## config.mk

```make
export PLATFORM = sky130hd
export DESIGN_NAME = conv_mac_sequencer_flat
export DESIGN_NICKNAME = d
export VERILOG_FILES = /design/src/rtl/conv_mac_sequencer_if.sv /design/src/rtl/conv_mac_sequencer.sv /design/src/flat_wrapper.sv
export SDC_FILE = /design/constraint.sdc
export NUM_CORES = 1
export LEC_CHECK = 0
export ABC_AREA = 0
export CAP_MARGIN = 10
export CORE_UTILIZATION = 40
export CTS_CLUSTER_SIZE = 12
export DETAILED_ROUTE_END_ITERATION = 10
export GPL_TIMING_DRIVEN = 0
export PLACE_DENSITY_LB_ADDON = 0.2
export SYNTH_ARGS = -nofsm -noshare
export SYNTH_HDL_FRONTEND = slang
export SYNTH_SLANG_ARGS = --single-unit
export TNS_END_PERCENT = 10
```

## constraint.sdc

```tcl
create_clock -name clk -period 6 [get_ports clk]
set_input_delay 0.6 -clock clk [delete_from_list [all_inputs] [get_ports clk]]
set_output_delay 0.6 -clock clk [all_outputs]
set_load 0.005 [all_outputs]
```

## src/rtl/conv_mac_sequencer_if.sv

```systemverilog
// Operand-bank and result-stream bundle for the single-MAC
// convolution sequencer.
interface conv_mac_sequencer_if #(
  parameter int DATA_W = 8,
  parameter int ACC_W  = 20,
  parameter int RES_W  = 8
);
  logic              run;
  logic [3:0]        a_addr;
  logic [3:0]        b_addr;
  logic [DATA_W-1:0] a_data;
  logic [DATA_W-1:0] b_data;
  logic [RES_W-1:0]  result;
  logic [ACC_W-1:0]  result_full;
  logic              result_valid;
  logic [1:0]        result_idx;
  logic              busy;
  logic              done;
  logic [2:0]        current_state;

  modport master (
    input  run, a_data, b_data,
    output a_addr, b_addr, result, result_full,
    output result_valid, result_idx, busy, done,
    output current_state
  );

  modport slave (
    output run, a_data, b_data,
    input  a_addr, b_addr, result, result_full,
    input  result_valid, result_idx, busy, done,
    input  current_state
  );
endinterface

```

## src/rtl/conv_mac_sequencer.sv

```systemverilog
// Walks one shared MAC through a 3x3 kernel over a 4x4 input,
// emitting the four 2x2 output points in row-major order.
module conv_mac_sequencer #(
  parameter int DATA_W = 8,
  parameter int ACC_W  = 20,
  parameter int RES_W  = 8
) (
  input  logic                 clk,
  input  logic                 reset,
  conv_mac_sequencer_if.master bus
);

  typedef enum logic [2:0] {
    S_IDLE  = 3'd0,
    S_MAC   = 3'd1,
    S_STORE = 3'd2,
    S_DONE  = 3'd3
  } state_t;

  state_t             r_state;
  state_t             w_state_nxt;
  logic [1:0]         r_idx;
  logic [1:0]         w_idx_nxt;
  logic [3:0]         r_tap;
  logic [3:0]         w_tap_nxt;
  logic [ACC_W-1:0]   r_acc;
  logic [ACC_W-1:0]   w_acc_nxt;
  logic               w_load;
  logic [RES_W-1:0]   r_result;
  logic [ACC_W-1:0]   r_result_full;
  logic [1:0]         r_result_idx;
  logic [1:0]         w_i;
  logic [1:0]         w_j;
  logic [1:0]         w_row;
  logic [1:0]         w_col;
  logic [2*DATA_W-1:0] w_prod;

  always_comb begin
    w_i = 2'd0;
    w_j = 2'd0;
    unique case (r_tap)
      4'd1:    w_j = 2'd1;
      4'd2:    w_j = 2'd2;
      4'd3:    w_i = 2'd1;
      4'd4:    {w_i, w_j} = 4'b0101;
      4'd5:    {w_i, w_j} = 4'b0110;
      4'd6:    w_i = 2'd2;
      4'd7:    {w_i, w_j} = 4'b1001;
      4'd8:    {w_i, w_j} = 4'b1010;
      default: {w_i, w_j} = 4'b0000;
    endcase
  end

  assign w_row = {1'b0, r_idx[1]} + w_i;
  assign w_col = {1'b0, r_idx[0]} + w_j;
  assign w_prod = bus.a_data * bus.b_data;

  assign bus.a_addr = {w_row, w_col};
  assign bus.b_addr = r_tap;

  always_comb begin
    w_state_nxt = r_state;
    w_idx_nxt   = r_idx;
    w_tap_nxt   = r_tap;
    w_acc_nxt   = r_acc;
    w_load      = 1'b0;
    unique case (r_state)
      S_IDLE: begin
        if (bus.run) begin
          w_state_nxt = S_MAC;
          w_idx_nxt   = 2'd0;
          w_tap_nxt   = 4'd0;
        end
      end
      S_MAC: begin
        w_acc_nxt = (r_tap == 4'd0 ? '0 : r_acc)
                  + ACC_W'(w_prod);
        if (r_tap == 4'd8) begin
          w_tap_nxt   = 4'd0;
          w_state_nxt = S_STORE;
          w_load      = 1'b1;
        end else begin
          w_tap_nxt = r_tap + 4'd1;
        end
      end
      S_STORE: begin
        if (r_idx == 2'd3) begin
          w_state_nxt = S_DONE;
        end else begin
          w_idx_nxt   = r_idx + 2'd1;
          w_state_nxt = S_MAC;
        end
      end
      S_DONE: begin
        if (!bus.run) begin
          w_state_nxt = S_IDLE;
          w_idx_nxt   = 2'd0;
        end
      end
      default: w_state_nxt = S_IDLE;
    endcase
  end

  // Result registers load as STORE is entered so they are
  // already valid during the STORE strobe cycle.
  always_ff @(posedge clk) begin
    if (reset) begin
      r_state       <= S_IDLE;
      r_idx         <= 2'd0;
      r_tap         <= 4'd0;
      r_acc         <= '0;
      r_result      <= '0;
      r_result_full <= '0;
      r_result_idx  <= 2'd0;
    end else begin
      r_state <= w_state_nxt;
      r_idx   <= w_idx_nxt;
      r_tap   <= w_tap_nxt;
      r_acc   <= w_acc_nxt;
      if (w_load) begin
        r_result      <= w_acc_nxt[RES_W-1:0];
        r_result_full <= w_acc_nxt;
        r_result_idx  <= r_idx;
      end
    end
  end

  assign bus.result        = r_result;
  assign bus.result_full   = r_result_full;
  assign bus.result_idx    = r_result_idx;
  assign bus.result_valid  = (r_state == S_STORE);
  assign bus.busy          = (r_state == S_MAC)
                           || (r_state == S_STORE);
  assign bus.done          = (r_state == S_DONE);
  assign bus.current_state = r_state;

endmodule

```

## src/flat_wrapper.sv

```systemverilog
// flat-port wrapper written by rule: the top's interface ports become plain ports
module conv_mac_sequencer_flat 
#(
  parameter int DATA_W = 8,
  parameter int ACC_W  = 20,
  parameter int RES_W  = 8
)
  (clk, reset, bus_run, bus_a_data, bus_b_data, bus_a_addr, bus_b_addr, bus_result, bus_result_full, bus_result_valid, bus_result_idx, bus_busy, bus_done, bus_current_state);
  conv_mac_sequencer_if #(.DATA_W(DATA_W), .ACC_W(ACC_W), .RES_W(RES_W)) bus_i ();
  input  logic clk;
  input  logic reset;
  input wire logic [$bits(bus_i.run)-1:0] bus_run;
  input wire logic [$bits(bus_i.a_data)-1:0] bus_a_data;
  input wire logic [$bits(bus_i.b_data)-1:0] bus_b_data;
  output wire logic [$bits(bus_i.a_addr)-1:0] bus_a_addr;
  output wire logic [$bits(bus_i.b_addr)-1:0] bus_b_addr;
  output wire logic [$bits(bus_i.result)-1:0] bus_result;
  output wire logic [$bits(bus_i.result_full)-1:0] bus_result_full;
  output wire logic [$bits(bus_i.result_valid)-1:0] bus_result_valid;
  output wire logic [$bits(bus_i.result_idx)-1:0] bus_result_idx;
  output wire logic [$bits(bus_i.busy)-1:0] bus_busy;
  output wire logic [$bits(bus_i.done)-1:0] bus_done;
  output wire logic [$bits(bus_i.current_state)-1:0] bus_current_state;
  assign bus_i.run = bus_run;
  assign bus_i.a_data = bus_a_data;
  assign bus_i.b_data = bus_b_data;
  assign bus_a_addr = bus_i.a_addr;
  assign bus_b_addr = bus_i.b_addr;
  assign bus_result = bus_i.result;
  assign bus_result_full = bus_i.result_full;
  assign bus_result_valid = bus_i.result_valid;
  assign bus_result_idx = bus_i.result_idx;
  assign bus_busy = bus_i.busy;
  assign bus_done = bus_i.done;
  assign bus_current_state = bus_i.current_state;
  conv_mac_sequencer #(.DATA_W(DATA_W), .ACC_W(ACC_W), .RES_W(RES_W)) u_core (.clk(clk), .reset(reset), .bus(bus_i));
endmodule
```

**Word level (Yosys, flattened, before mapping)**

Index checks and enable logic that the tools add are counted.

- Add/sub/neg operators: 5
- Reductions and logical operators: 12
- Equality and inequality tests: 16
- Multiply operators: 1
- Mux-type cells: 18

Operators with widths:

| operator | number |
|---|---|
| $mux W20 | 2 |
| $add A20 B16 Y20 | 1 |
| $eq A4 B3 Y1 const B | 4 |
| $mul A8 B8 Y16 | 1 |
| $pmux W3 S4 | 1 |
| $reduce_or A3 Y1 | 4 |
| $mux W3 | 3 |
| $eq A4 B2 Y1 const B | 2 |
| $mux W2 | 4 |
| $mux W4 | 2 |
| $pmux W2 S2 | 2 |
| $pmux W4 S2 | 1 |
| $eq A3 B2 Y1 const B | 2 |
| $ne A2 B2 Y1 const B | 3 |
| $pmux W2 S3 | 1 |
| $add A1 B2 Y2 | 2 |
| $add A4 B1 Y4 const B | 1 |
| $eq A4 B1 Y1 const B | 1 |
| $eq A4 B4 Y1 const B | 1 |
| $logic_not A4 Y1 | 1 |
| $reduce_and A4 Y1 | 1 |
| $eq A3 B1 Y1 const B | 1 |
| $logic_not A3 Y1 | 1 |
| $reduce_and A3 Y1 | 1 |
| 8 further kinds | 9 |

- Output and inout bits: 44
- Input bits: 19
- Word-level logic and storage cells: 59
- Flip-flop bits (word level): 59

**Logic depth before layout (Yosys ltp)**

Gate-level depths: netlist (run 1).

- Word-level depth: 4
- Depth in mapped cells: 21
- Mapped depth without buffers: 19

**Least setup slack after synthesis (run 1)**

OpenSTA, ideal clock, no wires.

- Kind: register to register
- From: reg u_core.r_tap[0] (netlist: u_core.bus.b_addr[0])
- To: reg u_core.r_acc[14]
- Required time: 5.868 ns
- Clock period less this slack: 5.264 ns
- Path slack: 0.736 ns
- Library setup time: 0.132 ns
- Data arrival time: 5.132 ns
- Stages on the path, launching flop included: 21
- Buffers on the path: 2
- Path through: dfxtp_1 > inv_1 > ha_1 > or3b_1 > buf_2 > clkbuf_1 > nand2_1 > fa_1 > inv_1 > fa_1 > inv_1 > fa_1 > fa_1 > inv_1 > ha_1 > and2_1 > a221oi_1 > a211oi_1 > or4_1 > nand3_1 > a21oi_1

- Cells in the longest elaborated chain, start to end: 4

RTL lines:

| element | RTL line | RTL |
|---|---|---|
| from (decl) | conv_mac_sequencer.sv:24 | `logic [3:0] r_tap;` |
| from (signal assigned) | conv_mac_sequencer.sv:118 | `r_tap <= w_tap_nxt;` |
| $logic_not A4 Y1 | conv_mac_sequencer.sv:76 | `w_acc_nxt = (r_tap == 4'd0 ? '0 : r_acc)` |
| $mux W20 | conv_mac_sequencer.sv:76 |  |
| $add A20 B16 Y20 | conv_mac_sequencer.sv:77 | `+ ACC_W'(w_prod);` |
| $mux W20 | conv_mac_sequencer.sv:67 | `unique case (r_state)` |
| to (signal assigned) | conv_mac_sequencer.sv:119 | `r_acc <= w_acc_nxt;` |
| to (decl) | conv_mac_sequencer.sv:26 | `logic [ACC_W-1:0] r_acc;` |

No other way between the ends.
A chain may end at the register's enable or synchronous reset.

**Worst setup path after layout (run 1)**

Ends and elaborated chain as after synthesis.

==> results.md, run 1 <==
Power and ir drop:
- The worst ir drop on vdd is 0.137 mV.
- The static leakage is 2.72 nW.
- The power density over cell area is 285 mW/mm2.
- Power comes to 1.72 mW.

Logic synthesis:
- The number of nets in the synthesized netlist is 730.
- In the synthesized netlist, the number of instances is 608.
- Each instance of the synthesized netlist takes up on average 8.29 um2.
- After synthesis the cells add up to 0.00504 mm2.
- The simple-gate share of the synthesized area is 21.1%.
- Counting flops with an async set or reset pin after synthesis yields a share of 0%.
- In this run, synthesis inferred 0 flip-flops with an integrated enable.
- Of the total synthesized cell area, the portion taken by full adders, half adders and majority gates is 33.0%.
- In this run, synthesis produced a sequential element count of 50.
- Synthesis instantiated 52 different standard cells from the library.
- Summing the areas of all xor and xnor instances in the mapped netlist gives 2.26% of the synthesized area.
- After synthesis, the largest family of logic cells by area is adder cells.
- The synthesized netlist devotes 11.8% of its cell area to compound gates.
- The mux share of post-synthesis cell area is 1.99%.
- Summing the sequential cell areas from Yosys gives 19.9% of the chip area.
- Yosys printed 0 warnings.
- The dominant register cell in the synthesized netlist is sky130_fd_sc_hd__dfxtp_1.

Critical path:
- The largest fanout on the critical path is 19.
- The endpoint identified for the worst register-to-register timing path is u_core.r_acc[14]$_SDFF_PP0_.
- The startpoint identified for the worst register-to-register timing path is u_core.bus.b_addr[0]$_SDFFE_PP0P_.
- STA classifies the critical path endpoint as a flop.
- The kind of critical path is reg2reg.
- The internal reg-to-reg setup slack is 380 ps.
- The required time of the worst setup path is 6150 ps.
- The number of cells on the worst reg-to-reg path is 19.
- The type of origin of the critical path is a flop.
- Data arrives at the worst endpoint at 5770 ps.

Timing:
- The worst max-slew margin expressed relative to the limit is 51.6%.
- For this run, the top clock speed supported by timing is 0.178 GHz.
- Setup repair after global routing left no endpoint under its margin.
- For the pin with the worst max-slew slack, the measured transition is 726 ps.
- The final critical path time including I/O delays and setup is 5620 ps.
- In the finished design, the share of the clock period the worst path needs comes to 93.7%.
- The final setup TNS is 0 ps.
- In the post-route analysis, the smallest setup slack over all paths is 377 ps.
- The final count of pins violating max slew was 0.
- Clock skew on the completed layout was measured at 4.88 ps.
- Setup violations remaining at the end of the flow were counted as 0.
- The count of final hold-check violations was 0.

Finish:
- The total area of sequential cells is 0.00100 mm2.
- The total area of multi-input combinational cells is 0.00354 mm2.
- The area added between synthesis and finish is 19.7%.
- The fraction of layout instances using a drive strength above 1 is 4.59%.
- At the end of the flow, the number of nets in the layout was 797.
- 0 antenna diodes ended up in the layout.
- The number of inserted filler cells in the final layout is 1208.

Drt:
- Before antenna repair, the detailed router went through 5 iterations.
- The final wirelength is 11.6 mm.
- After the first detailed-routing iteration, the DRC count stood at 214.
- Across all layers, the routed design uses 4168 vias.
- The per-cell via count in the routed design is 4.94.
- The number of remaining DRC errors is 0.
- The count of nets left with antenna violations once routing finished came out at 0.
- The average routed wire per standard cell is 13.8 um.

Status:
- The flow ran to the end, and the final reports show no timing, DRC or antenna violations.

Min path:
- The startpoint of the most critical hold path is u_core.bus.result_idx[0]$_SDFFE_PP0P_.
- The type of the most critical hold path is reg2reg.
- The worst hold path terminates at u_core.bus.result_idx[0]$_SDFFE_PP0P_.
- The worst hold path cell count is 2.

Global route:
- The global route total overflow is 0.
- The initial antenna violation count is 0.
- In the global route stage, overall resource usage came out at 19.2%.
- The via count of the first global-routing pass is 4128.
- The first global-routing pass estimated 19.9 mm of wire.
- Entering global routing, the biggest net connects 15 pins.

Die:
- The die is 114 um tall.
- In this run the count of I/O pins placed on the die edge is 63.
- The core area is 0.0122 mm2.
- The die outline area is 0.0131 mm2.
- The initial utilization of the core area, before any placement, comes to 41.5%.
- The cell row count is 40.
- The width of the chip is 114 um.

Clock network:
- TritonCTS built the clock tree.
- The worst-skew pair later-pin latency is 290 ps.
- In this run the deepest clock path goes through 2 buffers.
- CTS placed an instance of sky130_fd_sc_hd__clkbuf_16 at the clock tree root.
- The number of buffers added for setup after CTS is 0.
- The CTS buffer count is 5.
- In this run the number of H-tree levels came out at 2.
- The clock transition at the registers of the reported paths is 60 ps.
- CTS saw 50 sinks.
- The total of hold buffers inserted after clock tree synthesis is 0.

Flow run:
- The number of violations of the max-capacitance limit is 0.

Placed design:
- At the end of routability-driven placement, the weighted congestion stood at 0.815.
- The HPWL after detailed placement is 9.65 mm.
- The number of buffers inserted by port buffering is 61.
- At the placement stage, the worst setup path has a slack of 68.4 ps.
[synth_stat cells, drive strengths merged (9+ instances only)]
cell | count | area share [%]
inv | 90 | 6.7
buf | 15 | 2.0
ha | 53 | 13
o21ai | 17 | 1.7
mux2i | 10 | 2.0
nand2 | 79 | 5.9
fa | 50 | 20
nor2 | 35 | 2.6
a21oi | 35 | 3.5
clkbuf | 16 | 1.2
a211oi | 9 | 1.3
and2 | 53 | 6.6
dfxtp | 50 | 20
nand3 | 11 | 1.1
[per-stage QoR]
| step | util [%] | cell area (um2) | cells | hold WS, ps |
|---|---|---|---|---|
| finish | 49.6 | 6030 | 844 | 463 |
| CTS | 49.6 | 6030 | 845 | 469 |
| floorplan | - | 5040 | 608 | 441 |
| global route | 49.6 | 6030 | 844 | 491 |
| detailed placement | 48.2 | 5860 | 837 | 458 |
| global placement | 48.2 | 5860 | 837 | 458 |
[sequential cells by signal, summed over array words and instances (netlist names)]
signal                    count
u_core.bus.result_full       20
u_core.r_acc                 20
u_core.bus.b_addr             4
u_core.bus.current_state      2
u_core.bus.result_idx         2
u_core.r_idx                  2
[worst max-delay path, stage by stage (launching register included)]
cell and delay [ps]:
sky130_fd_sc_hd__dfxtp_1 440, sky130_fd_sc_hd__inv_1 100, sky130_fd_sc_hd__ha_1 240, sky130_fd_sc_hd__or3b_1 190, sky130_fd_sc_hd__clkbuf_4 250, sky130_fd_sc_hd__nand2_1 120, sky130_fd_sc_hd__fa_1 490, sky130_fd_sc_hd__inv_1 50
sky130_fd_sc_hd__fa_1 500, sky130_fd_sc_hd__inv_1 50, sky130_fd_sc_hd__fa_1 470, sky130_fd_sc_hd__fa_1 560, sky130_fd_sc_hd__inv_1 40, sky130_fd_sc_hd__ha_1 330, sky130_fd_sc_hd__and2_1 190, sky130_fd_sc_hd__a221oi_1 500
sky130_fd_sc_hd__a211oi_1 220, sky130_fd_sc_hd__or4_1 550, sky130_fd_sc_hd__nand3_1 110, sky130_fd_sc_hd__a21oi_1 80
[per-layer routing]
layer / GRT usage, % / share of wire [%] / wire, um / vias to the layer above
met4: 2.51 / 0.40 / 46 / 0
met1: 25.0 / 46 / 5320 / 2005
li1: - / - / - / 2093
met3: 2.22 / 3.4 / 392 / 5
met2: 34.7 / 51 / 5880 / 65
met5: 0 / 0 / 0 / -
[logic make-up (layout without fill, tap and decap cells)]
| kind of cell | Yosys count | after routing |
|---|---|---|
| adder cells (fa/ha/maj) | 103 | 103 |
| AO/OA/AOI/OAI | 96 | 96 |
| buffers and inverters | 121 | 189 |
| flip-flops | 50 | 50 |
| other | 1 | 1 |
| multiplexers | 10 | 10 |
| XOR/XNOR | 13 | 13 |
| AND/OR/NAND/NOR | 214 | 214 |
[placed cells by master (no fill, tap or decap), types with 7 or more instances in the layout]
cell type / synthesis / final
sky130_fd_sc_hd__a21oi_1: 35 / 35
sky130_fd_sc_hd__nand3_1: 11 / 11
sky130_fd_sc_hd__mux2i_1: 10 / 10
sky130_fd_sc_hd__ha_1: 53 / 53
sky130_fd_sc_hd__inv_1: 90 / 90
sky130_fd_sc_hd__buf_4: 9 / 9
sky130_fd_sc_hd__clkbuf_1: 14 / 13
sky130_fd_sc_hd__nor2_1: 35 / 35
sky130_fd_sc_hd__fa_1: 50 / 50
sky130_fd_sc_hd__o21ai_0: 17 / 17
sky130_fd_sc_hd__o22ai_1: 8 / 8
sky130_fd_sc_hd__and2_1: 52 / 52
sky130_fd_sc_hd__a211oi_1: 9 / 9
sky130_fd_sc_hd__clkdlybuf4s50_1: 0 / 61
sky130_fd_sc_hd__xnor2_1: 7 / 7
sky130_fd_sc_hd__nand2_1: 79 / 79
sky130_fd_sc_hd__dfxtp_1: 50 / 50
[cell type report]
| cell class | count | area share, % |
|---|---|---|
| repair buffers | 61 | 10.1 |
| plain buffers | 30 | 2.70 |
| inverters | 90 | 5.60 |
| flip-flops and latches | 50 | 16.6 |
| clock buffers | 8 | 2.76 |
| multi-input cells | 437 | 58.7 |
| well taps | 168 | 3.48 |
[timing repair]
item,4_1_cts,5_1_grt
gates resized for setup,0,2
setup endpoints to repair,0,13
hold endpoints to repair,0,0
[report_power, final]
| group | internal, mW | switching (mW) | leakage (nW) |
|---|---|---|---|
| clock network | 0.189 | 0.119 | 0.0832 |
| logic | 0.412 | 0.585 | 2.23 |
| registers | 0.380 | 0.0326 | 0.405 |
[worst max path at each step]
stage,startpoint,endpoint,slack [ps],depth (start not counted)
floorplan,u_core.bus.b_addr[0]$_SDFFE_PP0P_,u_core.r_acc[14]$_SDFF_PP0_,740,20
global placement,u_core.bus.b_addr[0]$_SDFFE_PP0P_,u_core.bus.result_full[18]$_SDFFE_PP0P_,70,20
detailed placement,u_core.bus.b_addr[0]$_SDFFE_PP0P_,u_core.bus.result_full[18]$_SDFFE_PP0P_,70,20
CTS,u_core.bus.b_addr[0]$_SDFFE_PP0P_,u_core.bus.result_full[18]$_SDFFE_PP0P_,5,20
global route,u_core.bus.b_addr[1]$_SDFFE_PP0P_,u_core.bus.result_full[14]$_SDFFE_PP0P_,40,19
finish,u_core.bus.b_addr[0]$_SDFFE_PP0P_,u_core.r_acc[14]$_SDFF_PP0_,380,19
Note: power is estimated with default switching activity, not from simulation.
==> run 2, diff against run 1 <==
Settings changed: HOLD_SLACK_MARGIN from default to 0.1, MAX_ROUTING_LAYER from default to met4.
==> run 2 against run 1 <==
Against the previous run:
- first-iteration DRC count increased by 3.7%
- clock skew shrank 0.87 ps
- flip-flop and latch count is the same
- sequential power about the same
- register-to-register slack barely moved
- hold slack better by 2.2 ps
==> results.md, run 2 (synthesis gave the netlist of run 1 again) <==
Placed design:
- The cell count after placement is 837.
- The congestion estimate from routability-driven global placement came to 0.827.
- Once placement finished, the instance area stood at 0.00586 mm2.
- The placement-stage worst setup slack is 68.4 ps.
- Summed over all nets, the half-perimeter wirelength after detailed placement is 9.65 mm.
- During placement, the flow inserted port buffers numbering 61.

Min path:
- The type of the most critical hold path is reg2reg.
- Counting instances, the worst hold path has a depth of 2.

Clock network:
- In this run the post-CTS setup repair buffer count came out at 0.
- For this design, the CTS-stage hold fixing added 0 buffers.
- The worst-skew pair later-pin latency is 280 ps.
- The clock sink count is 50.
- The CTS buffer count is 5.
- In this run the clock root is driven by a sky130_fd_sc_hd__clkbuf_16.
- The CTS tree is done.
- Once the clock tree was built, the resizer swapped 0 gates to a different size.
- The H-tree generated during clock tree synthesis spans 2 levels.
- Clock-pin slew was measured on the worst setup and hold paths at 60 ps.
- The maximum root-to-sink buffer count is 2.

Finish:
- The final antenna diode count is 0.
- The library cell used most frequently in the layout, excluding fill and tap cells, is sky130_fd_sc_hd__inv_1.
- The final net count is 797.
- After filler insertion, the fill cell instance count of the layout stands at 1208.
- The fraction of layout instances using a drive strength above 1 is 4.59%.
- The library cells used most frequently in the layout, excluding fill and tap cells, are sky130_fd_sc_hd__inv_1, sky130_fd_sc_hd__nand2_1, sky130_fd_sc_hd__clkdlybuf4s50_1, sky130_fd_sc_hd__ha_1, sky130_fd_sc_hd__and2_1.
- The number of non-filler instances in the completed layout is 844.
- Cells fill 49.6% of the core in the end.
- The area added between synthesis and finish is 19.7%.
- The finished cells cover 0.00603 mm2.

Die:
- The width of the chip is 114 um.
- The core region is 0.0122 mm2.
- Pin placement for this block handled 63 I/O pins.
- The die outline area is 0.0131 mm2.
- The cell row count is 40.
- In this run the vertical extent of the chip is 114 um.
- The starting density of the core is 41.5%.

Drt:
- The final route contains 4177 vias.
- The final wirelength is 11.6 mm.
- The average routed wire per standard cell is 13.8 um.
- The number of remaining DRC errors is 0.
- The initial detailed-routing violation count is 222.
- The per-cell via count in the routed design is 4.95.
- The count of nets left with antenna violations once routing finished came out at 0.
- The first detailed-routing pass ran for 5 iterations.

Global route:
- The via count of the first global-routing pass was 4123.
- The global route total overflow is 0.
- The largest net degree at the start of global routing is 15.
- The wire length of the first global-routing pass is 19.9 mm.
- The initial antenna violation count is 0.
- The overall fraction of global-route tracks in use is 19.7%.

Timing:
- The final setup slack of the worst path is 391 ps.
- The worst max-slew margin expressed relative to the limit is 52.4%.
- The share of the clock period used by the worst path is 93.5%.
- The final critical path time including I/O delays and setup is 5610 ps.
- Setup repair after global routing left no endpoint under its margin.
- The tightest hold path in the finished design has a slack of 465 ps.
- For the final database, setup skew stands at 4.01 ps.
- The final count of pins violating max slew came to 0.
- The final setup TNS is 0 ps.
- The count of final hold-check violations is 0.
- Setup violations remaining at the end of the flow were counted as 0.
- The slew of the pin with the lowest slew margin is 715 ps.
- The maximum clock rate is 0.178 GHz.

Critical path:
- The largest delay contributor family on the critical path is adder cells.
- In this run the number of cells on the critical path is 19.
- The largest fanout on the critical path is 19.
- The critical path in this run is classified as reg2reg.
- At the worst endpoint, the required time is 6150 ps.
- The type of origin of the critical path is a flop.
- The sort of element at the end of the critical path is a flop.
- Data on the critical path arrives at its endpoint at 5760 ps.
- The critical path goes through inv_1 -> ha_1 -> or3b_1 -> clkbuf_4 -> nand2_1 -> fa_1 -> inv_1 -> fa_1 -> inv_1 -> fa_1 -> fa_1 -> inv_1 -> ha_1 -> and2_1 -> a221oi_1 -> a211oi_1 -> or4_1 -> nand3_1 -> a21oi_1.
- The number of cells on the worst reg-to-reg path is 19.
- The largest stage delay on the critical path is 560 ps.
- The buffer and inverter count on the worst path is 5.
- The slowest stage of the critical path belongs to the cell sky130_fd_sc_hd__fa_1.

Power and ir drop:
- The static leakage is 2.72 nW.
- Overall power consumption after layout is estimated at 1.71 mW.
- In this run the power density over the cells is 284 mW/mm2.
- The worst ir drop on vdd is 0.137 mV.

Status:
- The flow ran to the end, and the final reports show no timing, DRC or antenna violations.

Flow run:
- Across the run, the number of max-cap violations was 0.
## run 2: cell counts in the layout (fill, tap and decap cells not counted)
Identical to the previous run, type by type.
## run 2: where the power goes
| part | total [mW] | internal [mW] | switching [mW] |
|---|---|---|---|
| Clock | 0.307 | 0.189 | 0.118 |
| Combinational | 0.994 | 0.411 | 0.583 |
| Sequential | 0.413 | 0.380 | 0.0331 |
| Total | 1.71 | 0.980 | 0.734 |
## run 2: worst paths after layout
kind,to,startpoint,slack (ps)
max,u_core.r_acc[14]$_SDFF_PP0_,u_core.bus.b_addr[0]$_SDFFE_PP0P_,390
min,u_core.bus.result_idx[0]$_SDFFE_PP0P_,u_core.bus.result_idx[0]$_SDFFE_PP0P_,470
max reg2reg,u_core.r_acc[14]$_SDFF_PP0_,u_core.bus.b_addr[0]$_SDFFE_PP0P_,390
min reg2reg,u_core.bus.result_idx[0]$_SDFFE_PP0P_,u_core.bus.result_idx[0]$_SDFFE_PP0P_,470
## run 2: metal layers
layer / routed length (um) / global-route usage (%) / vias up
met1: 5320 / 24.9 / 2014
met2: 5870 / 34.8 / 65
li1: - / - / 2091
met4: 53 / 2.51 / 0
met5: 0 / - / -
met3: 385 / 2.22 / 7
## run 2: area by class of cell
type	count	area, um2	area share, %
multi-input cells	437	3540	58.7
clock buffers	8	166	2.76
flip-flops and latches	50	1000	16.6
repair buffers	61	611	10.1
inverters	90	338	5.60
well taps	168	210	3.48
plain buffers	30	163	2.70
## run 2: worst register-to-register path, stage by stage (launching register included)
cell and delay, ps:
sky130_fd_sc_hd__dfxtp_1 440, sky130_fd_sc_hd__inv_1 100, sky130_fd_sc_hd__ha_1 240, sky130_fd_sc_hd__or3b_1 190
sky130_fd_sc_hd__clkbuf_4 240, sky130_fd_sc_hd__nand2_1 130, sky130_fd_sc_hd__fa_1 490, sky130_fd_sc_hd__inv_1 50
sky130_fd_sc_hd__fa_1 500, sky130_fd_sc_hd__inv_1 50, sky130_fd_sc_hd__fa_1 470, sky130_fd_sc_hd__fa_1 560
sky130_fd_sc_hd__inv_1 40, sky130_fd_sc_hd__ha_1 330, sky130_fd_sc_hd__and2_1 190, sky130_fd_sc_hd__a221oi_1 500
sky130_fd_sc_hd__a211oi_1 220, sky130_fd_sc_hd__or4_1 550, sky130_fd_sc_hd__nand3_1 110, sky130_fd_sc_hd__a21oi_1 80
==> run 3, diff against run 2 <==
Settings changed: PLACE_DENSITY_LB_ADDON 0.2 to default.
==> run 3 against run 2 <==
Against the previous run:
- register-to-register slack worse by 190 ps
- global-route usage fell by 0.089 points
- fmax fell by 3.2%
- largest power group unchanged
- die area did not move
- critical path type unchanged
- count of clock-buffer cells in the layout fell by 3
- first-iteration DRC count decreased by 25%
- utilization about the same
- largest cell class unchanged
- cell area is essentially flat
- critical path depth is 1 higher
==> results.md, run 3 (synthesis gave the netlist of run 1 again) <==
Die:
- Row generation in the floorplan step produced 40 rows.
- The die is 114 um wide.
- The starting density of the core is 41.5%.
- The die covers 0.0131 mm2.
- The height of the chip is 114 um.
- The core area is 0.0122 mm2.
- In this run the count of I/O pins placed on the die edge is 63.

Clock network:
- The clock sink count is 50.
- The total of hold buffers inserted after clock tree synthesis is 0.
- The CTS buffer count is 5.
- In this run the clock root is driven by a sky130_fd_sc_hd__clkbuf_16.
- The total number of H-tree levels is 2.
- At the later pin of the worst-skew pair, clock insertion delay measures 290 ps.
- In this run the deepest clock path goes through 2 buffers.
- Clock-pin slew was measured on the worst setup and hold paths at 70 ps.
- The CTS tree is done.

Critical path:
- Tracing the worst setup path back leads to its startpoint at u_core.bus.b_addr[0]$_SDFFE_PP0P_.
- The largest fanout on the critical path is 10.
- STA classifies the critical path endpoint as a flop.
- The critical path goes through inv_1 -> ha_1 -> or3b_1 -> buf_2 -> clkbuf_2 -> nand2_1 -> fa_1 -> inv_1 -> fa_1 -> inv_1 -> fa_1 -> fa_1 -> inv_1 -> ha_1 -> and2_1 -> a221oi_1 -> a211oi_2 -> or4_1 -> nand3_1 -> a21oi_1.
- The largest delay contributor family on the critical path is adder cells.
- The required time of the worst setup path is 6150 ps.
- The launch point of the worst reg-to-reg path is u_core.bus.b_addr[0]$_SDFFE_PP0P_.
- In this design, the stage delay of the slowest critical-path cell is 560 ps.
- The buffer and inverter count on the worst path is 6.
- The largest individual stage delay along the critical path comes from the cell sky130_fd_sc_hd__fa_1.
- The type of origin of the critical path is a flop.
- The arrival time reported for the critical path endpoint is 5950 ps.
- By startpoint and endpoint, the worst setup path is classified as reg2reg.

Global route:
- The via count of the first global-routing pass came to 4296.
- Entering global routing, the biggest net connects 19 pins.
- The initial antenna violation count is 0.
- The overall fraction of global-route tracks in use is 19.6%.
- The global route total overflow is 0.
- The wire length of the first global-routing pass is 20.0 mm.

Drt:
- The average routed wire per standard cell is 13.8 um.
- Using the TritonRoute via totals, the vias-per-cell ratio works out to 4.96.
- The final wirelength is 11.6 mm.
- The initial detailed-routing violation count is 167.
- The number of remaining DRC errors is 0.
- The routed layout has 4188 vias.
- In this run the remaining antenna-violating nets after routing total 0.
- The first-pass iteration count of the detailed router is 4.

Finish:
- With fillers left out, the area of the finished cells amounts to 0.00603 mm2.
- The post-route netlist has 4.87% of its cells at a drive strength greater than 1.
- The library cell used most frequently in the layout, excluding fill and tap cells, is sky130_fd_sc_hd__inv_1.
- Leaving out fill and tap cells, the most frequent cells in the layout are sky130_fd_sc_hd__inv_1, sky130_fd_sc_hd__nand2_1, sky130_fd_sc_hd__clkdlybuf4s50_1, sky130_fd_sc_hd__ha_1, sky130_fd_sc_hd__and2_1.
- In the final design database the tool counted 798 nets.
- After filler insertion, the fill cell instance count of the layout stands at 1188.
- Excluding fillers, the count of instances in the completed layout stands at 845.
- From synthesis to final layout, the design area changed by 19.6%.
- The number of antenna diodes in the final layout is 0.

Placed design:
- Detailed placement ended at an HPWL of 9.72 mm.
- The weighted congestion reported at the end of routability-driven placement is 0.847.
- The number of buffers inserted by port buffering is 61.
- The cell count after placement is 837.
- The placement-stage worst setup slack is 12.3 ps.
- The placed instances occupy a cell area of 0.00586 mm2.

Timing:
- The post-route clock skew is 4.47 ps.
- For the pin with the worst max-slew slack, the measured transition is 701 ps.
- The final count of pins violating max slew was 0.
- The share of the clock period used by the worst path is 96.6%.
- The worst max-slew margin expressed relative to the limit is 53.3%.
- Setup violations remaining at the end of the flow were counted as 0.
- The worst path in the final design needs a cycle of 5800 ps, including I/O delays and setup.
- Hold timing on the final database bottoms out at a slack of 460 ps.
- Summed over all failing endpoints, the final setup total negative slack is 0 ps.
- Static timing analysis puts the maximum clock frequency at 0.173 GHz.
- The count of final hold-check violations is 0.
- Setup repair after global routing could not meet its margin everywhere.
- The final setup slack of the worst path is 204 ps.

Status:
- The run finished with clean final reports.

Power and ir drop:
- Dividing total power by cell area gives a power density of 284 mW/mm2.
- The static leakage is 2.72 nW.
- The worst ir drop on vdd is 0.145 mV.

Min path:
- The startpoint of the most critical hold path is u_core.bus.result_idx[1]$_SDFFE_PP0P_.
- The type of the most critical hold path is reg2reg.

Flow run:
- The number of violations of the max-capacitance limit is 0.
## run 3: cell types whose count changed in the layout (fill, tap and decap cells not counted), sizes merged
cell and delta:
clkinv +1, clkbuf -3, inv +2, buf +1
## run 3: cell type report
type,count,area [um2],area share [%]
Clock inverter,3,28.8,0.477
Timing Repair Buffer,61,611,10.1
Buffer,31,165,2.74
Tap cell,168,210,3.49
Multi-Input combinational cell,437,3550,58.9
Sequential cell,50,1000,16.6
Clock buffer,5,125,2.08
Inverter,90,338,5.61
## run 3: repair_timing
item                                    4_1_cts  5_1_grt
hold endpoints to repair                      0        0
resized for setup                             2        2
endpoints found under the setup margin        2        4
setup buffers                                 0        0
pin swaps                                     0        0
## run 3: through the flow
step                power (mW)  utilization, %
finish                    1.71            49.6
global route              1.88            49.6
CTS                       1.73            49.5
detailed placement        1.43            48.2
global placement          1.41            48.2
floorplan                 1.16               -
## run 3: power breakdown
part	internal [mW]	leakage (nW)	switching, mW
clock	0.160	0.0763	0.130
combinational	0.412	2.24	0.598
sequential	0.380	0.405	0.0314
total	0.951	2.72	0.760
## run 3: worst reg2reg max path: stages, from the launching register on
cell and delay, ps:
sky130_fd_sc_hd__dfxtp_1 450, sky130_fd_sc_hd__inv_1 90, sky130_fd_sc_hd__ha_1 240, sky130_fd_sc_hd__or3b_1 190
sky130_fd_sc_hd__buf_2 230, sky130_fd_sc_hd__clkbuf_2 270, sky130_fd_sc_hd__nand2_1 120, sky130_fd_sc_hd__fa_1 500
sky130_fd_sc_hd__inv_1 50, sky130_fd_sc_hd__fa_1 490, sky130_fd_sc_hd__inv_1 50, sky130_fd_sc_hd__fa_1 470
sky130_fd_sc_hd__fa_1 560, sky130_fd_sc_hd__inv_1 50, sky130_fd_sc_hd__ha_1 330, sky130_fd_sc_hd__and2_1 190
sky130_fd_sc_hd__a221oi_1 490, sky130_fd_sc_hd__a211oi_2 180, sky130_fd_sc_hd__or4_1 520, sky130_fd_sc_hd__nand3_1 130
sky130_fd_sc_hd__a21oi_1 70
## run 3: final timing paths
check             depth (start not counted)                                 endpoint  slack (ps)
setup / recovery                         20  u_core.bus.result_full[14]$_SDFFE_PP0P_         200
hold / removal                            2    u_core.bus.result_idx[1]$_SDFFE_PP0P_         460
setup reg to reg                         20  u_core.bus.result_full[14]$_SDFFE_PP0P_         200
hold reg to reg                           2    u_core.bus.result_idx[1]$_SDFFE_PP0P_         460
## run 3: per-layer routing
metal	wire length, um	part of all wire, %	track usage (%)	vias up
met1	5370	46	24.1	2045
met4	30	0.26	2.42	0
met2	5940	51	35.6	49
met3	307	2.6	2.12	4
li1	-	-	-	2090
met5	0	0	-	-
